--- config.mk ---
export PLATFORM = sky130hd
export DESIGN_NAME = multi_btn_debouncer
export DESIGN_NICKNAME = d
export VERILOG_FILES = /design/src/rtl/debounce_pkg.sv /design/src/rtl/debounce_channel.sv /design/src/rtl/multi_btn_debouncer.sv
export SDC_FILE = /design/constraint.sdc
export NUM_CORES = 1
export LEC_CHECK = 0
export BUFFER_PORTS_ARGS = -buffer_cell sky130_fd_sc_hd__buf_2
export CORE_MARGIN = 3
export CORE_UTILIZATION = 51
export DETAILED_ROUTE_END_ITERATION = 8
export PLACE_DENSITY = 0.81
export SLEW_MARGIN = 40
export SYNTH_ARGS = -nofsm -noshare
export SYNTH_HDL_FRONTEND = slang
export SYNTH_SLANG_ARGS = --single-unit
--- constraint.sdc ---
create_clock -name clk -period 2.11 [get_ports clk]
set_input_delay 0.1055 -clock clk [delete_from_list [all_inputs] [get_ports clk]]
set_output_delay 0.1055 -clock clk [all_outputs]
set_load 0.02 [all_outputs]
--- src/rtl/debounce_pkg.sv ---
// Shared constants, counter-width helpers and the per-channel status record
// for the multi-button debouncer.
package debounce_pkg;

  localparam int DEF_N_CH           = 4;
  localparam int DEF_DIV            = 131072;
  localparam int DEF_STABLE_SAMPLES = 3;
  localparam int DEF_REPEAT_DELAY   = 64;
  localparam int DEF_REPEAT_RATE    = 16;

  typedef struct packed {
    logic level;
    logic rise;
    logic fall;
    logic rpt;
  } ch_status_t;

  function automatic int prescale_w(input int div);
    return (div < 2) ? 1 : $clog2(div);
  endfunction

  function automatic int stable_w(input int samples);
    return $clog2(samples + 1);
  endfunction

  function automatic int repeat_w(input int delay, input int rate);
    return $clog2(((delay > rate) ? delay : rate) + 1);
  endfunction

endpackage

--- src/rtl/debounce_channel.sv ---
// One button channel: 2-FF synchroniser, tick-sampled stability counter,
// registered edge pulses and, with MULTI_BTN_DEBOUNCER_AUTO_REPEAT_EN, auto-repeat.
module debounce_channel
  import debounce_pkg::*;
#(
  parameter int STABLE_SAMPLES = DEF_STABLE_SAMPLES,
  parameter int REPEAT_DELAY   = DEF_REPEAT_DELAY,
  parameter int REPEAT_RATE    = DEF_REPEAT_RATE
) (
  input  logic       clk,
  input  logic       rst,
  input  logic       tick,
  input  logic       btn,
  output ch_status_t status
);

  localparam int SW = stable_w(STABLE_SAMPLES);
  localparam logic [SW-1:0] SS_LAST = SW'(STABLE_SAMPLES - 1);

  if (STABLE_SAMPLES < 1 || REPEAT_DELAY < 1 || REPEAT_RATE < 1) begin : g_bad_param
    $error("debounce_channel: STABLE_SAMPLES, REPEAT_DELAY and REPEAT_RATE must be >= 1");
  end

  logic [1:0]    sync;
  logic          s;
  logic          level;
  logic [SW-1:0] cnt;
  logic          rise;
  logic          fall;
  logic          rpt;
  logic          accept;

  always_ff @(posedge clk) begin
    if (rst) sync <= '0;
    else     sync <= {sync[0], btn};
  end

  assign s = sync[1];

  // A new level is taken on the tick that completes STABLE_SAMPLES differing samples.
  assign accept = tick && (s != level) && (cnt == SS_LAST);

  always_ff @(posedge clk) begin
    if (rst) begin
      level <= 1'b0;
      cnt   <= '0;
      rise  <= 1'b0;
      fall  <= 1'b0;
    end else begin
      rise <= 1'b0;
      fall <= 1'b0;
      if (tick) begin
        if (s == level) begin
          cnt <= '0;
        end else if (accept) begin
          level <= s;
          cnt   <= '0;
          rise  <= s;
          fall  <= ~s;
        end else begin
          cnt <= cnt + 1'b1;
        end
      end
    end
  end

`ifdef MULTI_BTN_DEBOUNCER_AUTO_REPEAT_EN
  localparam int RW = repeat_w(REPEAT_DELAY, REPEAT_RATE);
  localparam logic [RW-1:0] RD_LAST = RW'(REPEAT_DELAY - 1);
  localparam logic [RW-1:0] RR_LAST = RW'(REPEAT_RATE - 1);

  logic [RW-1:0] rcnt;
  logic          rpt_phase;  // 0: waiting out the initial delay, 1: steady repeat rate

  always_ff @(posedge clk) begin
    if (rst) begin
      rcnt      <= '0;
      rpt_phase <= 1'b0;
      rpt       <= 1'b0;
    end else begin
      rpt <= 1'b0;
      if (accept) begin
        rcnt      <= '0;
        rpt_phase <= 1'b0;
      end else if (tick && level) begin
        if (rcnt == (rpt_phase ? RR_LAST : RD_LAST)) begin
          rpt       <= 1'b1;
          rcnt      <= '0;
          rpt_phase <= 1'b1;
        end else begin
          rcnt <= rcnt + 1'b1;
        end
      end
    end
  end
`else
  assign rpt = 1'b0;
`endif

  assign status = '{level: level, rise: rise, fall: fall, rpt: rpt};

endmodule

--- src/rtl/multi_btn_debouncer.sv ---
// N-channel button conditioner: one shared sample-tick prescaler feeding N debounce channels.
// Define MULTI_BTN_DEBOUNCER_AUTO_REPEAT_EN to build the per-channel auto-repeat pulse.
module multi_btn_debouncer
  import debounce_pkg::*;
#(
  parameter int N_CH           = DEF_N_CH,
  parameter int DIV            = DEF_DIV,
  parameter int STABLE_SAMPLES = DEF_STABLE_SAMPLES,
  parameter int REPEAT_DELAY   = DEF_REPEAT_DELAY,
  parameter int REPEAT_RATE    = DEF_REPEAT_RATE
) (
  input  logic            clk,
  input  logic            rst,
  input  logic [N_CH-1:0] btn_i,
  output logic            tick_o,
  output logic [N_CH-1:0] level_o,
  output logic [N_CH-1:0] rise_o,
  output logic [N_CH-1:0] fall_o,
  output logic [N_CH-1:0] rpt_o
);

  localparam int PW = prescale_w(DIV);
  localparam logic [PW-1:0] DIV_LAST = PW'(DIV - 1);

  if (N_CH < 1 || DIV < 2) begin : g_bad_param
    $error("multi_btn_debouncer: N_CH must be >= 1 and DIV >= 2");
  end

  logic [PW-1:0] pcnt;
  ch_status_t    st [N_CH];

  always_ff @(posedge clk) begin
    if (rst)                   pcnt <= '0;
    else if (pcnt == DIV_LAST) pcnt <= '0;
    else                       pcnt <= pcnt + 1'b1;
  end

  // Decoded from the count register, so it is low throughout reset.
  assign tick_o = (pcnt == DIV_LAST);

  for (genvar i = 0; i < N_CH; i++) begin : g_ch
    debounce_channel #(
      .STABLE_SAMPLES (STABLE_SAMPLES),
      .REPEAT_DELAY   (REPEAT_DELAY),
      .REPEAT_RATE    (REPEAT_RATE)
    ) u_ch (
      .clk    (clk),
      .rst    (rst),
      .tick   (tick_o),
      .btn    (btn_i[i]),
      .status (st[i])
    );

    assign level_o[i] = st[i].level;
    assign rise_o[i]  = st[i].rise;
    assign fall_o[i]  = st[i].fall;
    assign rpt_o[i]   = st[i].rpt;
  end

endmodule
* Word level (Yosys, flattened, before mapping)
Cells that the tools add are included.
** Word-level totals
- Register bits :: 45
- Latch bits :: 0
- Memory bits (writable) :: 0
- Bits in read-only memories :: 0
- Input bits :: 6
- Output and inout port bits :: 17
- Word-level logic and storage cells :: 77
- Memories :: 0
** Cells by class
- $add $sub $neg :: 5
- $mul :: 0
- Div/mod/pow operators :: 0
- $lt $le $gt $ge :: 0
- Equality and inequality tests :: 13
- Shift-type cells :: 0
- Multiplexer cells :: 8
- Bitwise logic cells :: 13
- Reductions and logical operators :: 17
** Operators with widths (count)
- $add 17x1->17 const B :: 1
- $eq 17x17->1 const B :: 1
- $mux 2 :: 8
- $reduce_or 4->1 :: 4
- $not 1->1 :: 13
- $reduce_and 3->1 :: 4
- $add 2x1->2 const B :: 4
- $eq 2x2->1 const B :: 4
- $logic_and 1x1->1 :: 8
- $eq 1x1->1 :: 4
- $ne 1x1->1 :: 4
- $reduce_or 2->1 :: 1

* Logic depth before layout (Yosys ltp)
- Depth in word-level cells :: 5
- Depth in mapped cells :: 9
- Gate-level depth less buffers :: 8

* Cells and area by module
Synthesis repeated with hierarchy kept, for this count alone.
** Second synthesis, totals
- Cell total of the unflattened synthesis :: 196
- Area total of the unflattened synthesis :: 1948.1 um^2
** By module, submodules not included
- debounce_channel :: instances 4, cells each 28, area an instance 302.8 um^2, seq. area each 140.1 um^2
- multi_btn_debouncer :: instances 1, cells each 84, area an instance 737.0 um^2, seq. area each 340.3 um^2

* Least setup slack after synthesis
Ideal clock, no wire load.
- Path kind :: register to register
- From :: register pcnt[0]
- To :: register g_ch[0].u_ch.level
- Library setup time :: 0.126 ns
- Arrival time :: 2.083 ns
- Data required time :: 1.984 ns
- Slack :: -0.098 ns
- Cell stages (with the launch flop) :: 10
- Buffers on the path :: 1
- Period minus slack after synthesis :: 2.208 ns
- Cell sequence :: dfxtp_1 ha_1 nand3_2 nor4_1 and2_1 ha_1 clkbuf_1 nand3b_1 mux2i_1 nor2_1
** Between the ends
- Cells in the longest elaborated chain, start to end :: 4
** RTL lines
- from (decl) :: line multi_btn_debouncer.sv:29 : logic [PW-1:0] pcnt;
- from (signal assigned) :: line multi_btn_debouncer.sv:35 : else pcnt <= pcnt + 1'b1;
- $eq 17x17->1 (*) :: line multi_btn_debouncer.sv:39 : assign tick_o = (pcnt == DIV_LAST);
- named net tick_o :: line multi_btn_debouncer.sv:15 : output logic tick_o,
- $logic_and 1x1->1 (2 in a row) :: line debounce_channel.sv:41 : assign accept = tick && (s != level) && (cnt == SS_LAST);
- $reduce_and 3->1 (no source line) (*)
- to (signal assigned) :: line debounce_channel.sv:56 : level <= s;
- to (decl) :: line debounce_channel.sv:26 : logic level;
The timed path passes the listed nets; every way through them passes the cells marked *.
A chain may end at the register's enable or synchronous reset.

* Final worst setup path
- From :: register pcnt[0]
- To :: output tick_o
** Between the ends
- Cells in the longest elaborated chain, start to end :: 1
** RTL lines (line)
- $eq 17x17->1 :: multi_btn_debouncer.sv:39
- to (decl) :: multi_btn_debouncer.sv:15
Every way passes these cells.

==> flow_summary.json <==
{
  "cts_sinks": 45,
  "core_area_mm2": 0.003468,
  "synth_xor_area_frac": 0.03196,
  "postCtsHoldBufs": 0,
  "antenna_cells": 0,
  "start_util": 0.5530,
  "synth_warnings": 0,
  "clkPwrFrac": 0.361,
  "switching_share": 0.2226,
  "via_count": 1344,
  "r2r_start": "pcnt[0]",
  "start_kind": "flip-flop",
  "overflow": 0,
  "cts_buffers": 5,
  "r2r_cells": 8,
  "setup-tns-final_ns": 0,
  "cts_tree": "done",
  "fmax_mhz": 502.0,
  "drc": 0,
  "area_growth_pct": 8.806,
  "cap_violations": 0,
  "cp.arrival_ns": 1.89,
  "syn_area_mm2": 0.001918,
  "finalWeightedCongestion": 0.7331,
  "wl_um": 2960,
  "fp.dieArea_mm2": 0.004533,
  "synthFlopType": "dfxtp_1",
  "peakVddDrop_mv": 0.3806,
  "die_x_um": 67.33,
  "grt_pass1_wl_um": 5043,
  "crit_required_ns": 2.00,
  "synth_top_cell_by_area": "dfxtp_1",
  "via_per_inst": 5.271,
  "synth_top_family_by_area": "simple AND/OR/NAND/NOR gates",
  "fin_skew_ns": 0.01307,
  "post-route-util": 0.6017,
  "synth-simple-area-share": 0.2844,
  "power_density_mw_per_mm2": 685.4,
  "hold_viol": 0,
  "drt_iter0_markers": 68,
  "hold_class": "primary input to flip-flop",
  "grt_pass1_vias": 1130,
  "path_clk_slew_ns": 0.08,
  "p_sw_uw": 318.3,
  "power_uw": 1430,
  "min_period_over_period": 0.9442,
  "cp-end-kind": "output port",
  "power.internal_uw": 1112,
  "synth_area_leaders": "dfxtp_1 47%, buf_4 6.3%, nor2b_1 4.9%, mux2i_1 4.2%, nand3b_1 2.7%",
  "slew_violations": 0,
  "outcome": "finished, final reports clean",
  "fin_nets": 216,
  "synth_cells": 198,
  "dp.final_hpwl_um": 1933,
  "synth_top_area_share": 0.4697,
  "r2r_slack_ns": 0.15,
  "syn_avg_cell_area_um2": 9.687,
  "htree_levels": 2,
  "comb_power_share": 0.031,
  "setup_viol": 0,
  "synth_compound_area_frac": 0.07436,
  "clk_latency_ns": 0.30,
  "worstSetupStartpoint": "pcnt[0]",
  "wire_per_inst_um": 11.61,
  "drive_gt1_frac": 0.2057,
  "seq_area_frac_synth": 0.4697,
  "final_common_cell": "dfxtp_1",
  "crit_fanout": 20,
  "synth-adder-area-share": 0.01305,
  "synthDistinctLibCells": 32,
  "p_leak_uw": 0.0007613,
  "fin_crit_ns": 1.992,
  "dieHeight_um": 67.33,
  "cts-root-buf": "clkbuf_8",
  "rows": 21,
  "hold_slack_ns": 0.01850,
  "muxShareOfSynthArea": 0.04175,
  "clock_path_buffers": 2,
  "drt_first_pass_iters": 4,
  "ios": 23,
  "nFillCells": 315,
  "grt.total_usage": 0.1467,
  "min_from": "btn_i[0]",
  "antenna_found_initial": 0,
  "io_buffers": 18,
  "ys_ff_latch": 45,
  "synth-edff-count": 0,
  "setup.worst_path.class": "flip-flop to output port",
  "drt.antenna.violating_nets": 0,
  "grt_max_degree": 30,
  "final_cell_mix": "43 x dfxtp_1, 17 x buf_2, 14 x nor2b_1",
  "async_flop_share": 0,
  "min_path_cells": 2,
  "seq_power_share": 0.609
}
[path summary, 6_finish.rpt]
| path | end |
|---|---|
| max | tick_o |
| min | g_ch[0].u_ch.sync[0] |
| max reg2reg | g_ch[2].u_ch.rise |
| min reg2reg | g_ch[1].u_ch.sync[1] |
[cell usage after synthesis, types with 3 or more instances]
master	count
nand3b_1	7
nand3_1	4
buf_4	16
a21oi_1	9
o31ai_1	7
nor2b_1	15
nor3b_1	6
nor2_1	8
xnor2_1	5
or4_1	4
mux2i_1	8
clkbuf_1	6
nor4b_1	5
dfxtp_1	45
and2_1	4
nor4_1	5
nand2_1	10
nand2b_1	5
or3_1	7
o21ai_0	3
inv_1	3
o21ba_2	3
[layout make-up]
class	instances	area, µm²	share of cell area
multi-input combinational	130	889.6	0.4263
clock buffer	6	72.57	0.03477
inverter	3	11.26	0.005396
sequential	45	903.4	0.4329
tap	46	57.56	0.02758
clock inverter	2	15.01	0.007194
timing repair buffer	23	137.6	0.06595
[metrics by stage]
step                      std cells  instance area (µm²)  setup WS [ns]
after CTS                       255                 2059        0.01658
after detailed placement        247                 1969        0.04301
final                           255                 2087         0.1178
after global placement          247                 1969         0.1892
after floorplan                 201                 1933        0.01359
after global routing            255                 2087      -0.007632
[flip-flops by register name (all words and copies together) (netlist names)]
register / flops
g_ch.u_ch.fall: 4
pcnt: 17
g_ch.u_ch.level: 4
g_ch.u_ch.rise: 4
g_ch.u_ch.sync: 8
g_ch.u_ch.cnt: 8
[timing repair]
| action | 4_1_cts | 5_1_grt |
|---|---|---|
| endpoints found under the setup margin | 1 | 35 |
| endpoints found under the hold margin | 0 | 0 |
| setup buffers | 0 | 0 |
| gates resized for setup | 1 | 8 |
[power groups by stage]
stage | combinational, µW | clock, µW | sequential, µW
2_1_floorplan | 40.2 | 0 | 887
3_3_place_gp | 42.6 | 0 | 889
3_5_place_dp | 43.6 | 0 | 889
4_1_cts | 43.7 | 534 | 870
5_1_grt | 50.0 | 558 | 872
6_report | 44.0 | 516 | 871
[layer usage]
layer	GRT usage	wire length, µm	vias to the layer above	share of wire
met2	0.2098	1283	22	0.43
met5	0	0	-	0
met3	0.04992	123	4	0.042
li1	-	-	691	-
met4	0.06835	27	0	0.0091
met1	0.1979	1526	627	0.52
[critical path, cell delays in order (launching register included)]
cell and delay (ns):
dfxtp_2 0.35, ha_2 0.20, nand3_2 0.09, nor4_2 0.27
and2_1 0.17, ha_2 0.21, buf_8 0.16, buf_4 0.15
[logic make-up after synthesis]
kind of cell	Yosys count
DFF	45
buffers and inverters	26
adders and majority gates	2
AOI/OAI and AO/OA	22
other	1
and+or+nand+nor	87
muxes	8
xor gates and xnor gates	7
(Power assumes the default switching activity.)
